File: src/rtl/switch_pkg.sv
// Shared types and constants for the slide-switch conditioning front end.
package switch_pkg;

  // Auto-repeat sequencer states for the increase/decrease channels.
  typedef enum logic [1:0] {
    IDLE   = 2'd0,
    DELAY  = 2'd1,
    REPEAT = 2'd2
  } rep_state_t;

  // Defaults sized for a 50 MHz clk: 10 ms debounce, 0.5 s first repeat, 0.1 s repeat.
  localparam int DEF_DEBOUNCE_CYCLES = 500000;
  localparam int DEF_REPEAT_DELAY    = 25000000;
  localparam int DEF_REPEAT_PERIOD   = 5000000;

  // Channel positions inside sw_stable and the internal per-channel vectors.
  localparam int CH_INC = 0;
  localparam int CH_DEC = 1;
  localparam int CH_SS  = 2;
  localparam int NUM_CH = 3;

  // Larger of two integers; sizes the shared repeat counter.
  function automatic int max_int(input int a, input int b);
    return (a > b) ? a : b;
  endfunction

endpackage

File: src/rtl/switch_debounce.sv
// One switch channel: 2-flop synchroniser followed by a level debouncer.
// o_stable only changes after the synchronised level has disagreed with it
// for DEBOUNCE_CYCLES consecutive clocks.
module switch_debounce
  import switch_pkg::*;
#(
  parameter int DEBOUNCE_CYCLES = DEF_DEBOUNCE_CYCLES
) (
  input  logic clk,
  input  logic rst,
  input  logic i_raw,
  output logic o_stable
);

  localparam int CW = $clog2(DEBOUNCE_CYCLES);
  localparam logic [CW-1:0] CNT_LAST = CW'(DEBOUNCE_CYCLES - 1);

  logic [1:0]    r_sync;
  logic          r_stable;
  logic [CW-1:0] r_cnt;

  // Bring the asynchronous switch level into the clk domain.
  always_ff @(posedge clk) begin
    if (rst) begin
      r_sync <= 2'b00;
    end else begin
      r_sync <= {r_sync[0], i_raw};
    end
  end

  // Count consecutive disagreements; accept the new level on the last one.
  always_ff @(posedge clk) begin
    if (rst) begin
      r_stable <= 1'b0;
      r_cnt    <= '0;
    end else if (r_sync[1] == r_stable) begin
      r_cnt <= '0;
    end else if (r_cnt == CNT_LAST) begin
      r_stable <= r_sync[1];
      r_cnt    <= '0;
    end else begin
      r_cnt <= r_cnt + 1'b1;
    end
  end

  assign o_stable = r_stable;

endmodule

File: src/rtl/switch_conditioner.sv
// Turns the three raw slide switches into single-cycle command pulses.
// Increase/decrease auto-repeat while held; start/stop fires once per press.
//
//   state  | meaning
//   -------+--------------------------------------------------------------
//   IDLE   | waiting for a fresh debounced press (rising edge)
//   DELAY  | first pulse sent, counting REPEAT_DELAY to the first repeat
//   REPEAT | repeating, one pulse every REPEAT_PERIOD cycles
//
// Holding increase and decrease together parks both sequencers in IDLE;
// only a new press of a switch restarts its sequence.
module switch_conditioner
  import switch_pkg::*;
#(
  parameter int DEBOUNCE_CYCLES = DEF_DEBOUNCE_CYCLES,
  parameter int REPEAT_DELAY    = DEF_REPEAT_DELAY,
  parameter int REPEAT_PERIOD   = DEF_REPEAT_PERIOD
) (
  input  logic       clk,
  input  logic       rst,
  input  logic       sw_increase,
  input  logic       sw_decrease,
  input  logic       sw_start_stop,
  output logic       swt_increase,
  output logic       swt_decrease,
  output logic       swt_start_stop,
  output logic [2:0] sw_stable
);

  localparam int RW = $clog2(max_int(REPEAT_DELAY, REPEAT_PERIOD));
  localparam logic [RW-1:0] DELAY_LAST  = RW'(REPEAT_DELAY - 1);
  localparam logic [RW-1:0] PERIOD_LAST = RW'(REPEAT_PERIOD - 1);

  logic [NUM_CH-1:0] w_raw;
  logic [NUM_CH-1:0] w_stable;
  logic [NUM_CH-1:0] r_stable_d;
  logic [NUM_CH-1:0] w_rise;
  logic              w_conflict;

  rep_state_t        r_state     [2];
  rep_state_t        w_state_nxt [2];
  logic [RW-1:0]     r_cnt       [2];
  logic [RW-1:0]     w_cnt_nxt   [2];
  logic [1:0]        w_fire;

  logic              r_swt_inc;
  logic              r_swt_dec;
  logic              r_swt_ss;

  assign w_raw[CH_INC] = sw_increase;
  assign w_raw[CH_DEC] = sw_decrease;
  assign w_raw[CH_SS]  = sw_start_stop;

  for (genvar g = 0; g < NUM_CH; g++) begin : g_deb
    switch_debounce #(
      .DEBOUNCE_CYCLES (DEBOUNCE_CYCLES)
    ) u_debounce (
      .clk      (clk),
      .rst      (rst),
      .i_raw    (w_raw[g]),
      .o_stable (w_stable[g])
    );
  end

  // Delayed copy of the debounced levels for edge detection.
  always_ff @(posedge clk) begin
    if (rst) begin
      r_stable_d <= '0;
    end else begin
      r_stable_d <= w_stable;
    end
  end

  assign w_rise     = w_stable & ~r_stable_d;
  assign w_conflict = w_stable[CH_INC] & w_stable[CH_DEC];

  // Repeat sequencer state and counter registers.
  always_ff @(posedge clk) begin
    if (rst) begin
      for (int c = 0; c < 2; c++) begin
        r_state[c] <= IDLE;
        r_cnt[c]   <= '0;
      end
    end else begin
      for (int c = 0; c < 2; c++) begin
        r_state[c] <= w_state_nxt[c];
        r_cnt[c]   <= w_cnt_nxt[c];
      end
    end
  end

  // Next state: release or conflict wins over everything, else follow the timers.
  always_comb begin
    for (int c = 0; c < 2; c++) begin
      w_state_nxt[c] = r_state[c];
      w_cnt_nxt[c]   = r_cnt[c] + 1'b1;
      if (!w_stable[c] || w_conflict) begin
        w_state_nxt[c] = IDLE;
        w_cnt_nxt[c]   = '0;
      end else begin
        case (r_state[c])
          IDLE: begin
            w_cnt_nxt[c] = '0;
            if (w_rise[c]) begin
              w_state_nxt[c] = DELAY;
            end
          end
          DELAY: begin
            if (r_cnt[c] == DELAY_LAST) begin
              w_state_nxt[c] = REPEAT;
              w_cnt_nxt[c]   = '0;
            end
          end
          REPEAT: begin
            if (r_cnt[c] == PERIOD_LAST) begin
              w_cnt_nxt[c] = '0;
            end
          end
          default: begin
            w_state_nxt[c] = IDLE;
            w_cnt_nxt[c]   = '0;
          end
        endcase
      end
    end
  end

  // Pulse request: press edge in IDLE, or a timer expiring while held.
  always_comb begin
    w_fire = 2'b00;
    for (int c = 0; c < 2; c++) begin
      if (w_stable[c] && !w_conflict) begin
        case (r_state[c])
          IDLE:    w_fire[c] = w_rise[c];
          DELAY:   w_fire[c] = (r_cnt[c] == DELAY_LAST);
          REPEAT:  w_fire[c] = (r_cnt[c] == PERIOD_LAST);
          default: w_fire[c] = 1'b0;
        endcase
      end
    end
  end

  // Registered command pulses.
  always_ff @(posedge clk) begin
    if (rst) begin
      r_swt_inc <= 1'b0;
      r_swt_dec <= 1'b0;
      r_swt_ss  <= 1'b0;
    end else begin
      r_swt_inc <= w_fire[CH_INC];
      r_swt_dec <= w_fire[CH_DEC];
      r_swt_ss  <= w_rise[CH_SS];
    end
  end

  assign swt_increase   = r_swt_inc;
  assign swt_decrease   = r_swt_dec;
  assign swt_start_stop = r_swt_ss;
  assign sw_stable      = w_stable;

endmodule

File: config.mk
export PLATFORM = sky130hd
export DESIGN_NAME = switch_conditioner
export DESIGN_NICKNAME = d
export VERILOG_FILES = /design/src/rtl/switch_pkg.sv /design/src/rtl/switch_debounce.sv /design/src/rtl/switch_conditioner.sv
export SDC_FILE = /design/constraint.sdc
export NUM_CORES = 1
export LEC_CHECK = 0
export BUFFER_PORTS_ARGS = -buffer_cell sky130_fd_sc_hd__clkbuf_2
export CORE_ASPECT_RATIO = 0.75
export CORE_MARGIN = 2
export CORE_UTILIZATION = 38
export DETAILED_ROUTE_END_ITERATION = 7
export PLACE_DENSITY = 0.63
export SLEW_MARGIN = 0
export SYNTH_ARGS = -nofsm -noshare
export SYNTH_HDL_FRONTEND = slang
export SYNTH_HIERARCHICAL = 1
export SYNTH_SLANG_ARGS = --single-unit
File: constraint.sdc
create_clock -name clk -period 2.8 [get_ports clk]
set_input_delay 0.56 -clock clk [delete_from_list [all_inputs] [get_ports clk]]
set_output_delay 0.56 -clock clk [all_outputs]
set_load 0.03 [all_outputs]
# Word-level counts from Yosys, hierarchy flattened
# Memory sizes are Yosys's and may differ from the RTL's.
# Index checks and enable logic that the tools add are counted.
[word_totals]
ff_bits = 72
ramBits = 54
elab_cells = 88
mem_count = 2
[mem_list]
columns = ["name", "depth", "width", "read_ports", "rd_ports_with_merged_regs", "write_ports", "line", "source"]
rows = [
  ["r_cnt", 2, 25, 2, 0, 2, "switch_conditioner.sv:42", "logic [RW-1:0] r_cnt [2];"],
  ["r_state", 2, 2, 2, 0, 2, "switch_conditioner.sv:40", "rep_state_t r_state [2];"],
]
[op_classes]
addsub = 5
eq_ne = 14
mux = 25
n_bitwise = 12
reduce_logical = 17
[op_table]
columns = ["operator", "n"]
rows = [
  ["$mux W25", 8],
  ["$pmux W25 S2", 2],
  ["$add A19 B1 Y19 const B", 3],
  ["$eq A19 B19 Y1 const B", 3],
  ["$add A25 B1 Y25 const B", 2],
  ["$eq A25 B23 Y1 const B", 2],
  ["$eq A25 B25 Y1 const B", 2],
  ["$mux W2", 8],
  ["$pmux W2 S3", 2],
  ["$reduce_or A3 Y1", 3],
  ["$pmux W1 S3", 2],
  ["$reduce_and A2 Y1", 3],
  ["$not A1 Y1", 5],
  ["$eq A2 B1 Y1 const B", 2],
  ["$eq A2 B2 Y1 const B", 2],
  ["$logic_not A2 Y1", 2],
  ["$or A1 B1 Y1", 4],
  ["$reduce_or A2 Y1", 2],
  ["$and A3 B3 Y3", 1],
  ["$eq A1 B1 Y1", 3],
  ["$logic_not A1 Y1", 3],
  ["$mux W1", 3],
  ["$not A3 Y3", 1],
  ["$logic_and A1 B1 Y1", 2],
  ["other kinds (2)", 3],
]

# Longest topological paths before layout
[depth]
depth_word = 6
ltp_mapped = 7

# Cells and area by module
# Netlist, hierarchy kept.
[modules_own_cells]
columns = ["mod", "n_inst", "cells_per_inst", "area_per_inst_um2", "seq_area_each_um2"]
rows = [
  ["switch_conditioner", 1, 325, 2864.0, 1201.2],
  ["switch_debounce at g_deb[0].u_debounce ...", 2, 109, 979.7, 440.4],
  ["switch_debounce at g_deb[2].u_debounce", 1, 109, 997.2, 440.4],
]

# Worst setup path after synthesis
# No wires, ideal clock.
[synth_path]
path_kind = "register to register"
start = "register g_deb[0].u_debounce.r_cnt[12]"
end = "register g_deb[0].u_debounce.r_cnt[10]"
setup_time_ns = 0.117
arrival_time_ns = 1.821
t_required_ns = 2.683
slack_ns = 0.862
stages_incl_launch_ff = 6
path_buffers = 1
period_less_slack_ns = 1.938
path_cell_list = "dfxtp_1 -> or4_1 -> or4_4 -> o21bai_2 -> buf_2 -> nor2_1"
[synth_via]
elab_chain_len = 2
[synth_lines]
columns = ["item", "line", "source"]
rows = [
  ["from (decl)", "switch_debounce.sv:20", "logic [CW-1:0] r_cnt;"],
  ["from (signal assigned)", "switch_debounce.sv:42", "r_cnt <= r_cnt + 1'b1;"],
  ["$eq A19 B19 Y1", "switch_debounce.sv:38", "end else if (r_cnt == CNT_LAST) begin"],
  ["$reduce_or A3 Y1 (no line)", "-", ""],
]
# Every way passes these cells.
# A chain may end at the register's enable or synchronous reset.

==> run metrics <==
run status=complete, no violations; most numerous cell in the Yosys netlist=dfxtp_1; utilization of the core after routing=44.2%; combined area of the multi-input logic cells=3120 sq um; dominant synthesized flop cell=dfxtp_1; initial standard-cell utilization of the core=38.5%; post-synthesis cell type count=58; cells taking the most area after synthesis=dfxtp_1, xor2_1, nor2_1; number of max-cap violations=0; vias post-DR=4489; placer's final routability congestion estimate=0.815; final hold violation count=0; Seq/Total Area, Yosys=43.3%; antenna diode count=0; Cells after Synth=652; CTS Root Cell=clkbuf_16; top achievable clock speed=429 MHz; fin cells=888; most frequent cells after synthesis=dfxtp_1, nor2_1, xor2_1; global-route wire length before repair=19300 um; total global routing track utilization=14.3%; Detailed Route WL=11000 um; nets=688; count of unresolved DRC violations after routing=0; setup repair after global routing missed its margin=no; final critical path time including I/O delays and setup=2330 ps; post-route fraction of the period consumed by the critical path=83.2%; flip-flop and latch count after synthesis=126; post-synthesis instance area=5820 sq um; die boundary height=111 um; Die Footprint=16300 sq um; number of global-route vias before repair=4186; YS warnings=6; clock tree from TritonCTS=yes; Antenna Nets Post-Route=0; post-layout total power=0.00418 W; cell row count=39; slew at the pin closest to its max-slew limit=664 ps; Worst Setup Start Kind=flop; HPWL reported at the end of detailed placement=7620 um; Setup crit end kind=flop; FF+latch area=2520 sq um; Post-CTS Setup Repair Bufs=0; Setup CP Type=reg2reg; power per standard cell area=624 nW/um^2; maximum number of pins on one net before global-route repair=26; signed area change from the synthesized netlist to the final layout=14.9%; Clock Sink Count=126; final setup vio count=0; worst hold path type=in2reg; largest fanout on the critical path=25; mean cell area of the mapped netlist=8.93 sq um; maximum root-to-sink buffer count=2; number of buffer cells added on primary ports=10; post-detailed-route wirelength per cell=12.4 um; width of the chip=147 um; Std-Cell Core Area=15100 sq um; final sum of negative setup slack=0 ps; io pins=11; proportion of layout cells with a drive suffix above 1=10.1%; Worst-path clk slew=50 ps; starting DRC count in detailed routing=251; overflow left after global routing=0; initial antenna violation count=0; relative max-transition margin=55.7%; count of instances resized after the clock tree is built=0; required time at the worst-slack endpoint=3070 ps; post-cts hold buffer count=0; number of pins exceeding their max-slew limit in the final report=0; async set or reset register ratio after synthesis=0%; total leakage power=2.15 nW; number of nets in the synthesized netlist=670; dominant cell type by area after synthesis=dfxtp_1; placed insts=856; H-tree levels=4; EDFF count, synth=0; cts bufs inserted=17; portion of synthesized cell area occupied by the leading cell type=43.3%; clk_lat worst skew=410 ps; drt first pass iters=5; Worst VDD drop=0.447 mV; hold slack=373 ps; arrival time of data at the critical path endpoint=2600 ps; vias per std cell=5.06; number of fill cells=1462; Max Clock Skew=9.06 ps
-- sequential cells by signal (all words and copies together) (netlist names) --
signal	cells
g_deb.u_debounce/r_sync	6
r_cnt	50
r_stable_d	3
g_deb.u_debounce/o_stable	3
swt_start_stop	1
r_state	4
swt_decrease	1
swt_increase	1
g_deb.u_debounce/r_cnt	57
-- final timing paths --
kind	slack, ps	endpoint	from	cells after the start
worst max-delay path	470	r_cnt[0][47]$_SDFF_PP0_	r_cnt[0][39]$_SDFF_PP0_	5
worst min-delay path	370	g_deb[0].u_debounce/r_sync[0]$_SDFF_PP0_	sw_increase	2
worst max register to register	470	r_cnt[0][47]$_SDFF_PP0_	r_cnt[0][39]$_SDFF_PP0_	5
worst min register to register	380	swt_start_stop$_SDFF_PP0_	r_stable_d[2]$_SDFF_PP0_	1
-- worst max-delay path, cell delays in order, from the launching register on --
cell and delay, ps:
dfxtp_1 410, nor4bb_1 360, nand2_1 140, o41ai_1 620, o22a_2 540, nor2_1 110
-- cells by family (layout without fill, tap and decap cells) --
family / count (synthesis) / count (layout) / share of synthesized area [%]
and+or+nand+nor: 341 / 341 / 31.8
DFF: 126 / 126 / 43.3
xor gates and xnor gates: 86 / 86 / 12.9
AOI/OAI and AO/OA: 51 / 51 / 5.76
buffers and inverters: 33 / 64 / 3.01
adders and majority gates: 13 / 13 / 2.79
muxes: 2 / 2 / 0.344
-- area by class of cell --
type,count,area share (%)
Multi-Input combinational cell,493,46.7
Sequential cell,126,37.7
Timing Repair Buffer,13,1.08
Clock inverter,10,2.38
Inverter,19,1.07
Clock buffer,22,7.24
Tap cell,205,3.83
-- layer usage --
metal / routed length (um) / GRT usage [%]
met4: 82 / 5.26
met5: 0 / 0
met2: 4880 / 21.3
met3: 392 / 4.44
met1: 5680 / 19.4
-- per-stage QoR --
step           setup slack (ps)  area [sq um]
6_report                    471          6690
5_1_grt                     348          6690
4_1_cts                     515          6690
3_5_place_dp                527          6050
3_3_place_gp                660          6050
2_1_floorplan               862          5820
-- placed cells by master (no fill, tap or decap), types with 16 or more instances in the layout --
cell,instances
dfxtp_1,126
a21oi_1,18
nand2_1,34
xnor2_1,29
and4_1,16
nand4_1,39
nor2_1,106
inv_1,19
nand3_1,43
xor2_1,57
clkbuf_16,17
-- power breakdown --
group	switching, W	internal, W
Combinational	0.0000137	0.00000797
Clock	0.000772	0.00158
Sequential	0.00000288	0.00180
Total	0.000788	0.00339
Note: power is estimated with default switching activity, not from simulation.
